==> config.mk <==
export PLATFORM = sky130hd
export DESIGN_NAME = spi_ram_ctrl_flat
export DESIGN_NICKNAME = d
export VERILOG_FILES = /design/src/rtl/spi_ram_ctrl_if.sv /design/src/rtl/spi_ram_ctrl.sv /design/src/flat_wrapper.sv
export SDC_FILE = /design/constraint.sdc
export NUM_CORES = 1
export LEC_CHECK = 0
export ABC_AREA = 1
export ABC_CLOCK_PERIOD_IN_PS = 3100
export BUFFER_PORTS_ARGS = -buffer_cell sky130_fd_sc_hd__buf_2
export CORE_MARGIN = 4
export CORE_UTILIZATION = 59
export CTS_CLUSTER_DIAMETER = 30
export DETAILED_ROUTE_END_ITERATION = 10
export GPL_TIMING_DRIVEN = 0
export PLACE_DENSITY = 0.85
export REMOVE_ABC_BUFFERS = 1
export SYNTH_ARGS = -nofsm -noshare
export SYNTH_HDL_FRONTEND = slang
export SYNTH_SLANG_ARGS = --single-unit
==> constraint.sdc <==
create_clock -name clk -period 3.1 [get_ports clk]
set_input_delay 0.62 -clock clk [delete_from_list [all_inputs] [get_ports clk]]
set_output_delay 0.62 -clock clk [all_outputs]
set_load 0.02 [all_outputs]
==> src/rtl/spi_ram_ctrl_if.sv <==
// spi_ram_ctrl_if
//   Bundles the SPI-slave side, RAM side and status signals of spi_ram_ctrl.
//   slave  modport: seen by the controller.
//   master modport: seen by whatever surrounds the controller (SPI slave + RAM).
//   Signals:
//     rx_data[9:0], rx_valid     word from SPI slave ([9:8]=cmd, [7:0]=payload)
//     tx_data[7:0], tx_valid     read data back to SPI slave
//     ram_en, ram_we             RAM strobe and direction
//     ram_addr, ram_wdata        RAM address / write data
//     ram_rdata                  RAM read data
//     busy                       controller not in IDLE
//     clr_err                    clear of sticky error flags
//     err_ovf, err_seq           sticky error flags
interface spi_ram_ctrl_if #(
  parameter int ADDR_WIDTH = 8
);
  logic [9:0]            rx_data;
  logic                  rx_valid;
  logic [7:0]            tx_data;
  logic                  tx_valid;
  logic                  ram_en;
  logic                  ram_we;
  logic [ADDR_WIDTH-1:0] ram_addr;
  logic [7:0]            ram_wdata;
  logic [7:0]            ram_rdata;
  logic                  busy;
  logic                  clr_err;
  logic                  err_ovf;
  logic                  err_seq;

  modport slave (
    input  rx_data, rx_valid, ram_rdata, clr_err,
    output tx_data, tx_valid, ram_en, ram_we, ram_addr, ram_wdata,
           busy, err_ovf, err_seq
  );

  modport master (
    output rx_data, rx_valid, ram_rdata, clr_err,
    input  tx_data, tx_valid, ram_en, ram_we, ram_addr, ram_wdata,
           busy, err_ovf, err_seq
  );
endinterface

==> src/rtl/spi_ram_ctrl.sv <==
// spi_ram_ctrl
//   Command controller between an SPI slave and a synchronous single-port RAM.
//   Each 10-bit word from the slave is decoded into a pointer load, a RAM
//   write or a RAM read; read data is returned on tx_data/tx_valid.
//   Ports:
//     clk    clock
//     rst_n  asynchronous reset, active-low
//     bus    spi_ram_ctrl_if.slave (rx/tx handshake, RAM port, status flags)
//   Commands (rx_data[9:8]):
//     00 load write pointer   01 write payload at write pointer
//     10 load read pointer    11 read at read pointer
module spi_ram_ctrl #(
  parameter int ADDR_WIDTH  = 8,
  parameter int RAM_LATENCY = 1,
  parameter int AUTO_INC    = 1
) (
  input  logic           clk,
  input  logic           rst_n,
  spi_ram_ctrl_if.slave  bus
);

  typedef enum logic [1:0] {
    IDLE     = 2'd0,
    WRITE    = 2'd1,
    RD_ISSUE = 2'd2,
    RD_WAIT  = 2'd3
  } state_t;

  localparam logic [ADDR_WIDTH-1:0] PTR_STEP = (AUTO_INC != 0) ? ADDR_WIDTH'(1) : '0;
  localparam logic [1:0]            WAIT_LAST = 2'(RAM_LATENCY - 1);

  state_t                state, state_nx;
  logic                  rx_valid_q;
  logic                  new_word;
  logic                  accept;
  logic [1:0]            cmd;
  logic [7:0]            payload;
  logic [ADDR_WIDTH-1:0] wr_ptr;
  logic [ADDR_WIDTH-1:0] rd_ptr;
  logic                  rd_seen;
  logic [1:0]            wait_cnt;
  logic                  busy_q;

  assign cmd      = bus.rx_data[9:8];
  assign payload  = bus.rx_data[7:0];
  // rx_valid is a level; only its rising edge marks a new word.
  assign new_word = bus.rx_valid & ~rx_valid_q;
  assign accept   = new_word && (state == IDLE);
  assign bus.busy = busy_q;

  always_ff @(posedge clk or negedge rst_n) begin
    if (!rst_n) begin
      state  <= IDLE;
      busy_q <= 1'b0;
    end else begin
      state  <= state_nx;
      busy_q <= (state_nx != IDLE);
    end
  end

  always_comb begin
    state_nx = state;
    case (state)
      IDLE: begin
        if (accept) begin
          if (cmd == 2'b01)      state_nx = WRITE;
          else if (cmd == 2'b11) state_nx = RD_ISSUE;
        end
      end
      WRITE:    state_nx = IDLE;
      RD_ISSUE: state_nx = RD_WAIT;
      RD_WAIT:  if (wait_cnt == WAIT_LAST) state_nx = IDLE;
      default:  state_nx = IDLE;
    endcase
  end

  // RAM strobes are registered on the accept edge so the access occupies
  // exactly the WRITE / RD_ISSUE cycle; address and data hold afterwards.
  always_ff @(posedge clk or negedge rst_n) begin
    if (!rst_n) begin
      rx_valid_q    <= 1'b1;  // a word already present at release is ignored
      wr_ptr        <= '0;
      rd_ptr        <= '0;
      rd_seen       <= 1'b0;
      wait_cnt      <= '0;
      bus.ram_en    <= 1'b0;
      bus.ram_we    <= 1'b0;
      bus.ram_addr  <= '0;
      bus.ram_wdata <= '0;
      bus.tx_data   <= '0;
      bus.tx_valid  <= 1'b0;
    end else begin
      rx_valid_q <= bus.rx_valid;
      bus.ram_en <= 1'b0;

      if (accept) begin
        bus.tx_valid <= 1'b0;
        case (cmd)
          2'b00: wr_ptr <= payload[ADDR_WIDTH-1:0];
          2'b01: begin
            bus.ram_en    <= 1'b1;
            bus.ram_we    <= 1'b1;
            bus.ram_addr  <= wr_ptr;
            bus.ram_wdata <= payload;
          end
          2'b10: begin
            rd_ptr  <= payload[ADDR_WIDTH-1:0];
            rd_seen <= 1'b1;
          end
          default: begin
            bus.ram_en   <= 1'b1;
            bus.ram_we   <= 1'b0;
            bus.ram_addr <= rd_ptr;
          end
        endcase
      end

      if (state == WRITE) wr_ptr <= wr_ptr + PTR_STEP;

      if (state == RD_ISSUE) begin
        rd_ptr   <= rd_ptr + PTR_STEP;
        wait_cnt <= '0;
      end

      if (state == RD_WAIT) begin
        wait_cnt <= wait_cnt + 2'd1;
        // Last wait cycle is exactly when the RAM presents the read data.
        if (wait_cnt == WAIT_LAST) begin
          bus.tx_data  <= bus.ram_rdata;
          bus.tx_valid <= 1'b1;
        end
      end
    end
  end

  // Sticky error flags; a clear wins over a set in the same cycle.
  always_ff @(posedge clk or negedge rst_n) begin
    if (!rst_n) begin
      bus.err_ovf <= 1'b0;
      bus.err_seq <= 1'b0;
    end else if (bus.clr_err) begin
      bus.err_ovf <= 1'b0;
      bus.err_seq <= 1'b0;
    end else begin
      if (new_word && (state != IDLE))              bus.err_ovf <= 1'b1;
      if (accept && (cmd == 2'b11) && !rd_seen)     bus.err_seq <= 1'b1;
    end
  end

endmodule

==> src/flat_wrapper.sv <==
// flat-port wrapper written by rule: the top's interface ports become plain ports
module spi_ram_ctrl_flat 
#(
  parameter int ADDR_WIDTH  = 8,
  parameter int RAM_LATENCY = 1,
  parameter int AUTO_INC    = 1
)
  (clk, rst_n, bus_rx_data, bus_rx_valid, bus_ram_rdata, bus_clr_err, bus_tx_data, bus_tx_valid, bus_ram_en, bus_ram_we, bus_ram_addr, bus_ram_wdata, bus_busy, bus_err_ovf, bus_err_seq);
  spi_ram_ctrl_if #(.ADDR_WIDTH(ADDR_WIDTH)) bus_i ();
  input  logic clk;
  input  logic rst_n;
  input wire logic [$bits(bus_i.rx_data)-1:0] bus_rx_data;
  input wire logic [$bits(bus_i.rx_valid)-1:0] bus_rx_valid;
  input wire logic [$bits(bus_i.ram_rdata)-1:0] bus_ram_rdata;
  input wire logic [$bits(bus_i.clr_err)-1:0] bus_clr_err;
  output wire logic [$bits(bus_i.tx_data)-1:0] bus_tx_data;
  output wire logic [$bits(bus_i.tx_valid)-1:0] bus_tx_valid;
  output wire logic [$bits(bus_i.ram_en)-1:0] bus_ram_en;
  output wire logic [$bits(bus_i.ram_we)-1:0] bus_ram_we;
  output wire logic [$bits(bus_i.ram_addr)-1:0] bus_ram_addr;
  output wire logic [$bits(bus_i.ram_wdata)-1:0] bus_ram_wdata;
  output wire logic [$bits(bus_i.busy)-1:0] bus_busy;
  output wire logic [$bits(bus_i.err_ovf)-1:0] bus_err_ovf;
  output wire logic [$bits(bus_i.err_seq)-1:0] bus_err_seq;
  assign bus_i.rx_data = bus_rx_data;
  assign bus_i.rx_valid = bus_rx_valid;
  assign bus_i.ram_rdata = bus_ram_rdata;
  assign bus_i.clr_err = bus_clr_err;
  assign bus_tx_data = bus_i.tx_data;
  assign bus_tx_valid = bus_i.tx_valid;
  assign bus_ram_en = bus_i.ram_en;
  assign bus_ram_we = bus_i.ram_we;
  assign bus_ram_addr = bus_i.ram_addr;
  assign bus_ram_wdata = bus_i.ram_wdata;
  assign bus_busy = bus_i.busy;
  assign bus_err_ovf = bus_i.err_ovf;
  assign bus_err_seq = bus_i.err_seq;
  spi_ram_ctrl #(.ADDR_WIDTH(ADDR_WIDTH), .RAM_LATENCY(RAM_LATENCY), .AUTO_INC(AUTO_INC)) u_core (.clk(clk), .rst_n(rst_n), .bus(bus_i));
endmodule
Word-level counts from Yosys, hierarchy flattened
Cells that the tools add are included.
{ "word_totals": {"register_bits": 52, "in_bits": 22, "output_inout_bits": 30} }
{ "op_classes": {"addsub": 3, "eq_ne": 6, "n_mux": 24, "n_bitwise": 3, "reduce_logical": 24} }
{ "ops": {"columns": ["op", "count"], "rows": [
  ["$mux W8", 6],
  ["$reduce_bool A2 Y1", 9],
  ["$add A8 B1 Y8 const B", 2],
  ["$pmux W8 S2", 1],
  ["$mux W2", 6],
  ["$reduce_and A2 Y1", 6],
  ["$mux W1", 9],
  ["$eq A2 B2 Y1 const B", 4],
  ["$pmux W2 S4", 1],
  ["$logic_not A2 Y1", 3],
  ["$eq A2 B1 Y1 const B", 2],
  ["$logic_and A1 B1 Y1", 4],
  ["$add A2 B1 Y2 const B", 1],
  ["$not A1 Y1", 2],
  ["$pmux W1 S2", 1],
  ["$reduce_or A2 Y1", 1],
  ["$and A1 B1 Y1", 1],
  ["$logic_not A1 Y1", 1]
]} }

Logic depth before layout (Yosys ltp)
Gate-level depths: netlist (run 1).
{ "depth": {"word_depth": 7, "depth_mapped": 9, "ltp_nobuf": 8} }

Worst setup path after synthesis (run 1)
Ideal clock, no wire load.
{ "synth_path": {"kind": "input port to flip-flop", "from": "input bus_rx_valid", "to": "register u_core.bus.ram_wdata[5]", "t_arrival_ps": 1301, "required_ps": 2983, "slack_ps": 1682, "stages": 8, "n_path_buf": 1, "cell_sequence": "nand2_1 > inv_1 > nand2_2 > nor2_8 > nand2_4 > buf_6 > nand2_1 > nand2_1"} }
{ "synth_via": {"elab_chain_cells": 3} }
{ "synth_lines": {"columns": ["item", "line_no", "text"], "rows": [
  ["from (decl)", "flat_wrapper.sv:13", "input wire logic [$bits(bus_i.rx_valid)-1:0] bus_rx_valid;"],
  ["$and A1 B1 Y1", "spi_ram_ctrl.sv:47", "assign new_word = bus.rx_valid & ~rx_valid_q;"],
  ["$logic_and A1 B1 Y1", "spi_ram_ctrl.sv:48", "assign accept = new_word && (state == IDLE);"],
  ["$reduce_and A2 Y1 (no line)", null, null],
  ["to (signal assigned)", "spi_ram_ctrl.sv:104", "bus.ram_wdata <= payload;"],
  ["to (decl)", "spi_ram_ctrl_if.sv:33", "output tx_data, tx_valid, ram_en, ram_we, ram_addr, ram_wdata,"]
]} }
No other way between the ends.
A chain may end at the register's enable or synchronous reset.

Final worst setup path (run 1)
{ "layout_path": {"from": "register u_core.state[1]", "to": "register u_core.rd_ptr[0]"} }
{ "layout_via": {"elab_chain_cells": 4, "elab_cells_between_ends": 7, "cone_classes": "eq/ne: 1; mux: 1; reduce/logical: 5"} }
{ "layout_lines": {"columns": ["item", "line_no", "text"], "rows": [
  ["from (decl)", "spi_ram_ctrl.sv:32", "state_t state, state_nx;"],
  ["from (signal assigned)", "spi_ram_ctrl.sv:56", "state <= state_nx;"],
  ["$logic_not A2 Y1", "spi_ram_ctrl.sv:48", null],
  ["$logic_and A1 B1 Y1", "spi_ram_ctrl.sv:48", null],
  ["$reduce_bool A2 Y1 (no line)", null, null],
  ["$reduce_and A2 Y1 (no line)", null, null],
  ["to (signal assigned)", "spi_ram_ctrl.sv:107", "rd_ptr <= payload[ADDR_WIDTH-1:0];"],
  ["to (signal assigned)", "spi_ram_ctrl.sv:121", "rd_ptr <= rd_ptr + PTR_STEP;"],
  ["to (decl)", "spi_ram_ctrl.sv:39", "logic [ADDR_WIDTH-1:0] rd_ptr;"]
]} }
Several ways; a longest one is shown, not always the timed one.

==> results of run 1 <==
-- worst paths after layout --
check | start | to | depth (start not counted)
setup / recovery | u_core.state[1] | u_core.rd_ptr[0] | 5
hold / removal | bus_rx_valid | u_core.rx_valid_q | 1
setup reg to reg | u_core.state[1] | u_core.rd_ptr[0] | 5
hold reg to reg | u_core.bus.ram_wdata[5] | u_core.bus.ram_wdata[5] | 2
max in group asynchronous | rst_n | u_core.bus.err_ovf | 1
min in group asynchronous | rst_n | u_core.bus.ram_wdata[2] | 1
-- state kept, by name, indices dropped and copies added (netlist names) --
name,count
u_core.bus.ram_addr,8
u_core.bus.ram_wdata,8
u_core.bus.tx_data,8
u_core.rd_ptr,8
u_core.wr_ptr,8
u_core.state,2
u_core.wait_cnt,2
u_core.bus.busy,1
u_core.bus.err_ovf,1
u_core.bus.err_seq,1
u_core.bus.ram_en,1
u_core.bus.ram_we,1
u_core.bus.tx_valid,1
u_core.rd_seen,1
u_core.rx_valid_q,1
-- where the power goes --
group / switching, uW / internal (uW)
Sequential: 251 / 978
Combinational: 793 / 460
Clock: 220 / 323
-- through the flow --
stage	std cells	hold WS [ns]	worst slack [ns]	area [sq um]
floorplan	302	0.324	1.56	2580
global placement	405	0.437	1.25	2900
detailed placement	405	0.458	1.21	2900
CTS	413	0.411	1.17	3030
global route	413	0.396	0.985	3030
finish	413	0.417	1.13	3030
-- critical path, stage by stage, from the launching register on --
cell and delay [ns]:
sky130_fd_sc_hd__dfrtp_1 0.62, sky130_fd_sc_hd__inv_4 0.06, sky130_fd_sc_hd__nor2_1 0.51, sky130_fd_sc_hd__inv_1 0.34
sky130_fd_sc_hd__nand2_2 0.20, sky130_fd_sc_hd__o21ai_0 0.10
-- metal layers --
| metal | GRT usage (%) | up-vias | part of all wire [%] |
|---|---|---|---|
| li1 | - | 1104 | - |
| met1 | 29.2 | 1066 | 42 |
| met2 | 35.2 | 69 | 51 |
| met3 | 2.94 | 10 | 6.1 |
| met4 | 7.18 | 0 | 1.5 |
| met5 | 0 | - | 0 |
-- kinds of logic after synthesis --
logic type / Yosys count / share of synthesized area [%]
AO/OA/AOI/OAI: 34 / 8.68
adder cells (fa/ha/maj): 3 / 1.41
buffers and inverters: 46 / 8.54
flip-flops: 52 / 48.8
multiplexers: 8 / 3.38
AND/OR/NAND/NOR: 170 / 29.2
-- layout make-up --
class	count	area [sq um]	share of cell area [%]
Tap cell	52	65.1	2.15
Inverter	35	136	4.50
Multi-Input combinational cell	215	1140	37.5
Sequential cell	52	1300	43.0
Clock inverter	2	60.1	1.98
Timing Repair Buffer	51	255	8.43
Clock buffer	6	72.6	2.40
-- Yosys cell counts (all sizes together) --
cell type / number
nand2: 106
dfrtp: 51
nand3: 45
inv: 35
o21ai: 21
nor2: 17
buf: 11
o211ai: 11
mux2: 8
ha: 3
a21oi: 2
nand4: 2
dfstp: 1
==> metrics.txt, run 1 <==
# TYPE chip_impl_metric gauge
chip_impl_metric{name="avgRoutedWirePerCell",unit="microns"} 13.7
chip_impl_info{name="synth.largest_area_cell",value="sky130_fd_sc_hd__dfrtp_1"} 1
chip_impl_metric{name="timing_max_transition_violations_final",unit=""} 0
chip_impl_info{name="cts-root-buf",value="sky130_fd_sc_hd__clkbuf_8"} 1
chip_impl_metric{name="detail-route-antenna-nets",unit=""} 0
chip_impl_metric{name="finish.utilization",unit="%"} 69.6
chip_impl_info{name="worst_min_delay_path_category",value="in2reg"} 1
chip_impl_metric{name="synth_cell_types",unit=""} 26
chip_impl_metric{name="chipHeight",unit="microns"} 75.2
chip_impl_info{name="path_class",value="reg2reg"} 1
chip_impl_metric{name="globalRouteOverflowTotal",unit=""} 0
chip_impl_metric{name="floorplan.rows",unit=""} 24
chip_impl_metric{name="floorplan.io_pins",unit=""} 52
chip_impl_metric{name="drcViolationCount",unit=""} 0
chip_impl_metric{name="post_cts_hold_buffers",unit=""} 0
chip_impl_metric{name="syn-mean-instance-area",unit="sq um"} 8.52
chip_impl_metric{name="setup_viol_count_final",unit=""} 0
chip_impl_metric{name="antenna_violations_before_repair",unit=""} 0
chip_impl_metric{name="num_vias",unit=""} 2249
chip_impl_metric{name="synthesis.area",unit="sq um"} 2670
chip_impl_metric{name="finalPower",unit="uW"} 3030
chip_impl_metric{name="grt_start_max_net_pins",unit=""} 53
chip_impl_metric{name="initialDrtViolationCount",unit=""} 198
chip_impl_metric{name="area_inside_the_core_boundary",unit="sq um"} 4350
chip_impl_info{name="endpoint_kind",value="flop"} 1
chip_impl_metric{name="pwr_density_cell",unit="nW/um^2"} 999
chip_impl_metric{name="timing.max_slew.rel_slack",unit="%"} 23.5
chip_impl_metric{name="number_of_nets_in_the_final_layout",unit=""} 385
chip_impl_metric{name="numCtsBuffers",unit=""} 5
chip_impl_metric{name="postSynthRegisterBits",unit=""} 52
chip_impl_metric{name="final_period_minus_worst_setup_slack",unit="ns"} 1.97
chip_impl_metric{name="final_worst_path_period_share",unit="%"} 63.5
chip_impl_metric{name="irDropWorstVdd",unit="mV"} 0.473
chip_impl_metric{name="clk_transition_reported_paths",unit="ns"} 0.10
chip_impl_info{name="run_status",value="complete, no violations"} 1
chip_impl_metric{name="numPortBuffers",unit=""} 51
chip_impl_info{name="layout.cells.most_common",value="sky130_fd_sc_hd__nand2_1"} 1
chip_impl_metric{name="worst_slew_pin_slew",unit="ns"} 1.15
chip_impl_metric{name="fin_worst_skew",unit="ns"} 0.0122
chip_impl_metric{name="crit_fanout",unit=""} 11
chip_impl_metric{name="fp.dieArea",unit="sq um"} 5660
chip_impl_metric{name="worst_skew_pair.late_latency",unit="ns"} 0.31
chip_impl_metric{name="maxCapViolations",unit=""} 0
chip_impl_metric{name="numClockSinks",unit=""} 52
chip_impl_metric{name="antenna_cells",unit=""} 0
chip_impl_metric{name="grt_first_pass_wirelength",unit="microns"} 9290
chip_impl_metric{name="leakage",unit="uW"} 0.00163
chip_impl_metric{name="cp_data_required_time",unit="ns"} 3.28
chip_impl_metric{name="nFillCells",unit=""} 357
chip_impl_metric{name="seq_area_frac_synth",unit="%"} 48.8
chip_impl_metric{name="track_usage",unit="%"} 21.4
chip_impl_metric{name="cts_htree_levels",unit=""} 2
chip_impl_metric{name="hold_viol",unit=""} 0
chip_impl_metric{name="cts.path.max_buffers",unit=""} 2
chip_impl_metric{name="globalplace.congestion",unit=""} 0.864
chip_impl_metric{name="cts.repair.resized",unit=""} 0
chip_impl_metric{name="die_width",unit="microns"} 75.2
chip_impl_metric{name="detailed_route_wire_length",unit="microns"} 5670
chip_impl_metric{name="routed_via_density",unit=""} 5.45
chip_impl_metric{name="timing.fmax",unit="GHz"} 0.508
chip_impl_info{name="rsz_0062_raised_after_global_routing",value="no"} 1
chip_impl_metric{name="total_half_perimeter_wirelength_after_legalization_and_detailed_placement",unit="microns"} 4200
chip_impl_metric{name="synth_top_area_share",unit="%"} 47.8
chip_impl_metric{name="ys.warnings.count",unit=""} 0
chip_impl_metric{name="drt_pre_antenna_iters",unit=""} 4
chip_impl_info{name="critical_path_launch_point_type",value="flop"} 1
chip_impl_metric{name="layout-drive-gt1-share",unit="%"} 26.0
chip_impl_metric{name="post_cts.repair.setup_buffers",unit=""} 0
chip_impl_metric{name="flow.area_growth_from_synthesis",unit="%"} 13.6
chip_impl_info{name="tritoncts",value="done"} 1
chip_impl_info{name="post_synth_main_area_contributors",value="sky130_fd_sc_hd__dfrtp_1, sky130_fd_sc_hd__nand2_1, sky130_fd_sc_hd__nand3_1, sky130_fd_sc_hd__inv_1, sky130_fd_sc_hd__mux2_2"} 1
chip_impl_metric{name="via_count_of_the_first_global_routing_pass",unit=""} 2074
chip_impl_metric{name="final.setup.tns",unit="ns"} 0
chip_impl_metric{name="worst-endpoint-arrival",unit="ns"} 2.15
chip_impl_metric{name="floorplan.initialDensity",unit="%"} 61.3
chip_impl_metric{name="ff2ff_setup_slack",unit="ns"} 1.13
chip_impl_info{name="most-common-layout-cells",value="sky130_fd_sc_hd__nand2_1, sky130_fd_sc_hd__buf_2, sky130_fd_sc_hd__dfrtp_1, sky130_fd_sc_hd__nand3_1, sky130_fd_sc_hd__inv_1"} 1
chip_impl_metric{name="postSynthCellCount",unit=""} 313
No activity file was read; power rests on OpenSTA's default activity.
==> run 2: changes to the inputs <==
ABC_AREA = 0   (was 1)
ABC_CLOCK_PERIOD_IN_PS = 1670   (was 3100)
CORE_UTILIZATION = 48   (was 59)
PLACE_DENSITY = 0.76   (was 0.85)
clock period = 1.67 ns   (was 3.1 ns; I/O delays follow)
==> run 2 against run 1 <==
Effect of this change: the run now ends with setup timing left; global-route usage shrank 3.8 points; count of clock-buffer cells in the layout is 2 higher; fmax rose by 11%; final area decreased by 3.7%; critical endpoint is now u_core.rd_ptr[7].
==> metrics.txt, run 2 <==
# TYPE chip_impl_metric gauge
chip_impl_info{name="run_status",value="finished with violations"} 1
chip_impl_info{name="failing_checks",value="setup timing"} 1
chip_impl_metric{name="globalRouteOverflowTotal",unit=""} 0
chip_impl_metric{name="numClockSinks",unit=""} 52
chip_impl_metric{name="ff2ff_setup_slack",unit="ns"} -0.10
chip_impl_metric{name="chipHeight",unit="microns"} 78.3
chip_impl_info{name="tritoncts",value="done"} 1
chip_impl_info{name="synth.most_common_cell",value="sky130_fd_sc_hd__dfrtp_1"} 1
chip_impl_metric{name="drcViolationCount",unit=""} 0
chip_impl_metric{name="yosys-mux-area-fraction",unit="%"} 11.8
chip_impl_metric{name="maxCapViolations",unit=""} 0
chip_impl_metric{name="fin_worst_skew",unit="ns"} 0.00820
chip_impl_metric{name="postSynthRegisterBits",unit=""} 52
chip_impl_info{name="combinational_family_with_the_most_area_after_synthesis",value="simple AND/OR/NAND/NOR gates"} 1
chip_impl_metric{name="globalplace.congestion",unit=""} 0.794
chip_impl_info{name="ys_top_cells_by_count",value="sky130_fd_sc_hd__dfrtp_1, sky130_fd_sc_hd__nand2_1, sky130_fd_sc_hd__o21ai_0"} 1
chip_impl_metric{name="via_count_of_the_first_global_routing_pass",unit=""} 1843
chip_impl_info{name="path_class",value="reg2reg"} 1
chip_impl_metric{name="track_usage",unit="%"} 17.6
chip_impl_metric{name="area_inside_the_core_boundary",unit="sq um"} 4750
chip_impl_metric{name="antenna_violations_before_repair",unit=""} 0
chip_impl_metric{name="initialDrtViolationCount",unit=""} 104
chip_impl_metric{name="pre_cts_ws",unit="ns"} -0.967
chip_impl_metric{name="avgRoutedWirePerCell",unit="microns"} 15.3
chip_impl_metric{name="floorplan.io_pins",unit=""} 52
chip_impl_metric{name="timing.fmax",unit="GHz"} 0.564
chip_impl_metric{name="crit_fanout",unit=""} 6
chip_impl_metric{name="leakage",unit="uW"} 0.00134
chip_impl_metric{name="synth_top_area_share",unit="%"} 53.9
chip_impl_metric{name="hold_viol",unit=""} 0
chip_impl_metric{name="routed_via_density",unit=""} 5.43
chip_impl_metric{name="floorplan.initialDensity",unit="%"} 49.8
chip_impl_metric{name="finish.utilization",unit="%"} 61.3
chip_impl_metric{name="num_vias",unit=""} 1852
chip_impl_metric{name="detailed_route_wire_length",unit="microns"} 5230
chip_impl_metric{name="final.setup.tns",unit="ns"} -0.598
chip_impl_metric{name="timing_max_transition_violations_final",unit=""} 0
chip_impl_metric{name="die_width",unit="microns"} 78.3
chip_impl_metric{name="cp_data_required_time",unit="ns"} 1.89
chip_impl_metric{name="total_half_perimeter_wirelength_after_legalization_and_detailed_placement",unit="microns"} 3630
chip_impl_metric{name="timing.max_slew.rel_slack",unit="%"} 25.2
chip_impl_metric{name="final_worst_path_period_share",unit="%"} 106
chip_impl_metric{name="clk_transition_reported_paths",unit="ns"} 0.09
chip_impl_metric{name="worst_slew_pin_slew",unit="ns"} 1.12
chip_impl_metric{name="antenna_cells",unit=""} 0
chip_impl_metric{name="layout-drive-gt1-share",unit="%"} 38.7
chip_impl_metric{name="yosys.area_share.adder",unit="%"} 1.58
chip_impl_info{name="worstHoldEndpoint",value="u_core.rx_valid_q"} 1
chip_impl_info{name="cts-root-buf",value="sky130_fd_sc_hd__clkbuf_8"} 1
chip_impl_metric{name="synthesis.area",unit="sq um"} 2370
chip_impl_metric{name="final_period_minus_worst_setup_slack",unit="ns"} 1.77
chip_impl_metric{name="setup_viol_count_final",unit=""} 12
chip_impl_metric{name="flow.area_growth_from_synthesis",unit="%"} 23.1
chip_impl_info{name="rr_endpoint",value="u_core.rd_ptr[7]"} 1
chip_impl_info{name="critical_path_launch_point_type",value="flop"} 1
chip_impl_info{name="post_synth_main_area_contributors",value="sky130_fd_sc_hd__dfrtp_1, sky130_fd_sc_hd__mux2_2, sky130_fd_sc_hd__mux2i_1, sky130_fd_sc_hd__o21ai_0, sky130_fd_sc_hd__nand2_1"} 1
chip_impl_metric{name="placedInstanceArea",unit="sq um"} 2660
chip_impl_metric{name="syn-mean-instance-area",unit="sq um"} 11.0
chip_impl_metric{name="detail-route-antenna-nets",unit=""} 0
chip_impl_metric{name="grt_first_pass_wirelength",unit="microns"} 8590
chip_impl_metric{name="ys.warnings.count",unit=""} 0
chip_impl_metric{name="postSynthCellCount",unit=""} 215
chip_impl_info{name="postSynth.topFlopCell",value="sky130_fd_sc_hd__dfrtp_1"} 1
chip_impl_info{name="worst_min_delay_path_category",value="in2reg"} 1
chip_impl_metric{name="fp.dieArea",unit="sq um"} 6130
chip_impl_metric{name="postSynth.asyncResetShare",unit="%"} 100
chip_impl_info{name="hold_path.startpoint",value="bus_rx_valid"} 1
chip_impl_metric{name="worst_skew_pair.late_latency",unit="ns"} 0.31
chip_impl_info{name="endpoint_kind",value="flop"} 1
chip_impl_metric{name="irDropWorstVdd",unit="mV"} 0.763
chip_impl_info{name="rsz_0062_raised_after_global_routing",value="yes"} 1
chip_impl_metric{name="cts.path.max_buffers",unit=""} 2
chip_impl_metric{name="pwr_density_cell",unit="nW/um^2"} 1750
chip_impl_metric{name="synth_simple_gate_area_share",unit="%"} 16.7
chip_impl_info{name="layout.cells.most_common",value="sky130_fd_sc_hd__buf_2"} 1
chip_impl_metric{name="synth_cell_types",unit=""} 38
chip_impl_metric{name="fin_ws",unit="ns"} -0.103
chip_impl_metric{name="worst-endpoint-arrival",unit="ns"} 1.99
chip_impl_metric{name="grt_start_max_net_pins",unit=""} 53
chip_impl_metric{name="timing.hold.worst_path_depth",unit=""} 1
chip_impl_metric{name="synth_compound_area_share",unit="%"} 11.8
chip_impl_info{name="most-common-layout-cells",value="sky130_fd_sc_hd__buf_2, sky130_fd_sc_hd__dfrtp_1, sky130_fd_sc_hd__nand2_1, sky130_fd_sc_hd__mux2_2, sky130_fd_sc_hd__o21ai_0"} 1
chip_impl_metric{name="r2r_cells",unit=""} 4
chip_impl_metric{name="cts_htree_levels",unit=""} 2
chip_impl_metric{name="synth_edf_count",unit=""} 0
chip_impl_metric{name="number_of_nets_in_the_final_layout",unit=""} 298
chip_impl_metric{name="seq_area_frac_synth",unit="%"} 55.0
chip_impl_metric{name="drt_pre_antenna_iters",unit=""} 4
chip_impl_metric{name="post-route-cell-area",unit="sq um"} 2920
chip_impl_metric{name="post_synth_xor_area_fraction",unit="%"} 0
chip_impl_metric{name="floorplan.rows",unit=""} 25
chip_impl_info{name="timing.rr.start",value="u_core.state[1]"} 1
chip_impl_metric{name="numPortBuffers",unit=""} 51
chip_impl_metric{name="numCtsBuffers",unit=""} 5
chip_impl_info{name="synth.largest_area_cell",value="sky130_fd_sc_hd__dfrtp_1"} 1
[run 2: changes by cell type after synthesis, sizes merged, moves of 7 or more]
cell    previous run  this run
a21oi              2         9
buf               11         2
clkbuf             0         7
inv               35         8
mux2               8        16
mux2i              0        10
nand2            106        19
nand3             45         8
nor3               0         9
o211ai            11         0
[run 2: through the flow]
stage	hold slack, ns	total power, uW	instances
finish	0.135	5110	341
floorplan	0.0384	3590	206
global route	0.124	5470	341
global placement	0.446	4200	324
detailed placement	0.452	4310	324
CTS	0.131	5100	337
[run 2: cell type report]
class,instances,area (sq um)
clock buffer,8,90.1
tap,67,83.8
inverter,8,30.0
fill,417,1840
timing repair buffer,59,319
multi-input combinational,147,1090
sequential,52,1310
[run 2: kinds of logic (layout without fill, tap and decap cells)]
family	after synthesis	after routing
AOI/OAI and AO/OA	44	44
muxes	26	26
adders and majority gates	3	3
and+or+nand+nor	73	74
DFF	52	52
buffers and inverters	17	75
[run 2: worst max-delay path by stage]
stage	endpoint	cells after the start	from
after floorplan	u_core.bus.ram_wdata[0]	3	bus_rx_data[8]
after global placement	u_core.bus.ram_wdata[5]	4	bus_rx_data[8]
after detailed placement	u_core.bus.ram_wdata[6]	4	bus_rx_data[8]
after CTS	u_core.rd_ptr[7]	4	u_core.state[1]
after global routing	u_core.rd_ptr[3]	5	u_core.state[1]
final	u_core.rd_ptr[7]	4	u_core.state[1]
[run 2: where the power goes]
part / internal [uW] / switching (uW) / leakage (uW) / total [uW]
Clock: 339 / 388 / 0.0000455 / 727
Sequential: 1830 / 449 / 0.000621 / 2280
Combinational: 871 / 1240 / 0.000678 / 2110
[run 2: what timing repair did]
action / CTS / global route
gates resized for setup: 14 / 13
cloned: 0 / 1
endpoints found under the setup margin: 37 / 42
buffers inserted: 5 / 4
hold buffers: 0 / 0
pin swaps: 6 / 6
[run 2: worst max-delay path, stage by stage (launching register included)]
cell and delay (ns):
sky130_fd_sc_hd__dfrtp_2 0.41, sky130_fd_sc_hd__or3b_4 0.45, sky130_fd_sc_hd__or4_4 0.52, sky130_fd_sc_hd__mux2i_1 0.15, sky130_fd_sc_hd__nor3_1 0.16
[run 2: metal layers]
layer  vias up  global-route usage (%)  part of all wire [%]
met5         -                       0                     0
met3         7                    3.90                   5.0
li1        889                       -                     -
met4         0                    5.77                   1.4
met1       909                    23.5                    45
met2        47                    28.5                    48
==> run 3: changes to the inputs <==
TNS_END_PERCENT = 50   (was default)
==> run 3 against run 2 <==
Effect of this change: the flow still finishes with violations (setup timing); clock power barely moved; combinational power about the same; global-route usage barely moved; final area fell by 0.13%; first-iteration DRC count is 2.9% higher; highest routed layer unchanged.
==> metrics.txt, run 3 (synthesis gave the netlist of run 2 again) <==
# TYPE chip_impl_metric gauge
chip_impl_metric{name="finalPower",unit="uW"} 5130
chip_impl_metric{name="combPwrFrac",unit="%"} 41.3
chip_impl_metric{name="drcViolationCount",unit=""} 0
chip_impl_metric{name="fp.dieArea",unit="sq um"} 6130
chip_impl_metric{name="cts.path.max_buffers",unit=""} 2
chip_impl_metric{name="numPortBuffers",unit=""} 51
chip_impl_metric{name="cp_data_required_time",unit="ns"} 1.85
chip_impl_metric{name="ff2ff_setup_slack",unit="ns"} -0.13
chip_impl_metric{name="num_vias",unit=""} 1853
chip_impl_metric{name="grt_first_pass_wirelength",unit="microns"} 8580
chip_impl_metric{name="post-route-cell-area",unit="sq um"} 2910
chip_impl_metric{name="globalRouteOverflowTotal",unit=""} 0
chip_impl_metric{name="pwr_density_cell",unit="nW/um^2"} 1760
chip_impl_metric{name="detail-route-antenna-nets",unit=""} 0
chip_impl_metric{name="avgRoutedWirePerCell",unit="microns"} 15.4
chip_impl_metric{name="worst_slew_pin_slew",unit="ns"} 1.12
chip_impl_metric{name="floorplan.initialDensity",unit="%"} 49.8
chip_impl_metric{name="fin_worst_skew",unit="ns"} 0.00638
chip_impl_metric{name="numCtsBuffers",unit=""} 5
chip_impl_info{name="endpoint_kind",value="flop"} 1
chip_impl_metric{name="fin_ws",unit="ns"} -0.127
chip_impl_metric{name="placedInstanceArea",unit="sq um"} 2660
chip_impl_metric{name="grt_start_max_net_pins",unit=""} 53
chip_impl_metric{name="clk_transition_reported_paths",unit="ns"} 0.09
chip_impl_metric{name="hold_viol",unit=""} 0
chip_impl_metric{name="numClockSinks",unit=""} 52
chip_impl_metric{name="timing.hold.worst_path_depth",unit=""} 1
chip_impl_metric{name="irDropWorstVdd",unit="mV"} 0.760
chip_impl_metric{name="area_inside_the_core_boundary",unit="sq um"} 4750
chip_impl_info{name="layout.cells.most_common",value="sky130_fd_sc_hd__buf_2"} 1
chip_impl_metric{name="final.setup.tns",unit="ns"} -0.960
chip_impl_metric{name="setup_viol_count_final",unit=""} 15
chip_impl_info{name="failing_checks",value="setup timing"} 1
chip_impl_metric{name="post_cts_hold_buffers",unit=""} 0
chip_impl_info{name="critical_path_launch_point_type",value="flop"} 1
chip_impl_metric{name="timing.fmax",unit="GHz"} 0.556
chip_impl_metric{name="via_count_of_the_first_global_routing_pass",unit=""} 1827
chip_impl_metric{name="chipHeight",unit="microns"} 78.3
chip_impl_info{name="path_class",value="reg2reg"} 1
chip_impl_metric{name="timing.max_slew.rel_slack",unit="%"} 25.4
chip_impl_info{name="timing.rr.start",value="u_core.state[1]"} 1
chip_impl_metric{name="worst_skew_pair.late_latency",unit="ns"} 0.31
chip_impl_metric{name="share_of_total_power_in_the_clock_network",unit="%"} 14.2
chip_impl_metric{name="whs",unit="ns"} 0.133
chip_impl_info{name="tritoncts",value="done"} 1
chip_impl_metric{name="layout-drive-gt1-share",unit="%"} 38.3
chip_impl_metric{name="final_worst_path_period_share",unit="%"} 108
chip_impl_info{name="worstHoldEndpoint",value="u_core.rx_valid_q"} 1
chip_impl_info{name="run_status",value="finished with violations"} 1
chip_impl_metric{name="final_period_minus_worst_setup_slack",unit="ns"} 1.80
chip_impl_metric{name="track_usage",unit="%"} 17.5
chip_impl_metric{name="number_of_nets_in_the_final_layout",unit=""} 298
chip_impl_info{name="most-common-layout-cells",value="sky130_fd_sc_hd__buf_2, sky130_fd_sc_hd__dfrtp_1, sky130_fd_sc_hd__nand2_1, sky130_fd_sc_hd__mux2_2, sky130_fd_sc_hd__o21ai_0"} 1
chip_impl_info{name="rsz_0062_raised_after_global_routing",value="yes"} 1
chip_impl_metric{name="maxCapViolations",unit=""} 0
chip_impl_metric{name="power.net_switching",unit="uW"} 2080
chip_impl_info{name="rr_endpoint",value="u_core.rd_ptr[6]"} 1
chip_impl_metric{name="worst-endpoint-arrival",unit="ns"} 1.98
chip_impl_metric{name="detailed_route_wire_length",unit="microns"} 5270
chip_impl_metric{name="drt_pre_antenna_iters",unit=""} 4
chip_impl_metric{name="seq_power_share",unit="%"} 44.5
chip_impl_metric{name="total_half_perimeter_wirelength_after_legalization_and_detailed_placement",unit="microns"} 3630
chip_impl_metric{name="r2r_cells",unit=""} 5
chip_impl_metric{name="globalplace.congestion",unit=""} 0.794
chip_impl_info{name="hold_path.startpoint",value="bus_rx_valid"} 1
chip_impl_metric{name="routed_via_density",unit=""} 5.43
chip_impl_metric{name="netSwitchingFraction",unit="%"} 40.7
chip_impl_metric{name="crit_fanout",unit=""} 6
chip_impl_info{name="cts-root-buf",value="sky130_fd_sc_hd__clkbuf_8"} 1
chip_impl_info{name="worst_min_delay_path_category",value="in2reg"} 1
chip_impl_metric{name="flow.area_growth_from_synthesis",unit="%"} 22.9
chip_impl_metric{name="antenna_violations_before_repair",unit=""} 0
chip_impl_metric{name="pre_cts_ws",unit="ns"} -0.967
chip_impl_metric{name="die_width",unit="microns"} 78.3
chip_impl_metric{name="floorplan.rows",unit=""} 25
chip_impl_metric{name="floorplan.io_pins",unit=""} 52
chip_impl_metric{name="cts_htree_levels",unit=""} 2
chip_impl_metric{name="initialDrtViolationCount",unit=""} 107
chip_impl_metric{name="intPower",unit="uW"} 3040
chip_impl_metric{name="antenna_cells",unit=""} 0
chip_impl_metric{name="leakage",unit="uW"} 0.00134
chip_impl_metric{name="timing_max_transition_violations_final",unit=""} 0
run 3: cell counts in the layout (fill, tap and decap cells not counted):
No cell type changed its count.
run 3: stage by stage:
step | util, % | cells
floorplan | - | 206
global placement | 56.0 | 324
global route | 61.3 | 341
CTS | 59.5 | 335
finish | 61.3 | 341
detailed placement | 56.0 | 324
run 3: layer usage:
layer | vias to the layer above | part of all wire (%) | global-route usage (%)
li1 | 891 | - | -
met1 | 903 | 44 | 23.4
met2 | 52 | 49 | 28.4
met3 | 7 | 5.3 | 3.90
met4 | 0 | 1.4 | 5.77
met5 | - | 0 | 0
run 3: cell type report:
cell class	instances	area, sq um
fill	414	1840
sequential	52	1310
multi-input combinational	147	1080
timing repair buffer	59	319
clock buffer	8	90.1
tap	67	83.8
inverter	8	30.0
run 3: power by group through the flow:
stage	sequential, uW	clock (uW)	combinational (uW)
after floorplan	2640	0	954
after global placement	2280	0	1920
after detailed placement	2320	0	2000
after CTS	2260	742	2090
after global routing	2360	801	2320
final	2280	727	2120
run 3: how the worst max path moves through the flow:
stage | slack (ns) | end | depth (start not counted) | start
after floorplan | -0.20 | u_core.bus.ram_wdata[0] | 3 | bus_rx_data[8]
after global placement | -0.95 | u_core.bus.ram_wdata[5] | 4 | bus_rx_data[8]
after detailed placement | -0.97 | u_core.bus.ram_wdata[6] | 4 | bus_rx_data[8]
after CTS | -0.11 | u_core.rd_ptr[7] | 4 | u_core.state[1]
after global routing | -0.15 | u_core.rd_ptr[6] | 5 | u_core.state[1]
final | -0.13 | u_core.rd_ptr[6] | 5 | u_core.state[1]
run 3: repair_timing:
item,4_1_cts,5_1_grt
pin swaps,2,1
resized for setup,14,12
setup buffers,3,5
endpoints found under the setup margin,37,42
cloned,0,1
run 3: critical path, stage by stage, from the launching register on:
cell and delay [ns]:
sky130_fd_sc_hd__dfrtp_2 0.41, sky130_fd_sc_hd__or3b_4 0.45, sky130_fd_sc_hd__buf_4 0.16, sky130_fd_sc_hd__or4_4 0.47, sky130_fd_sc_hd__nor2_1 0.12, sky130_fd_sc_hd__a211oi_1 0.06
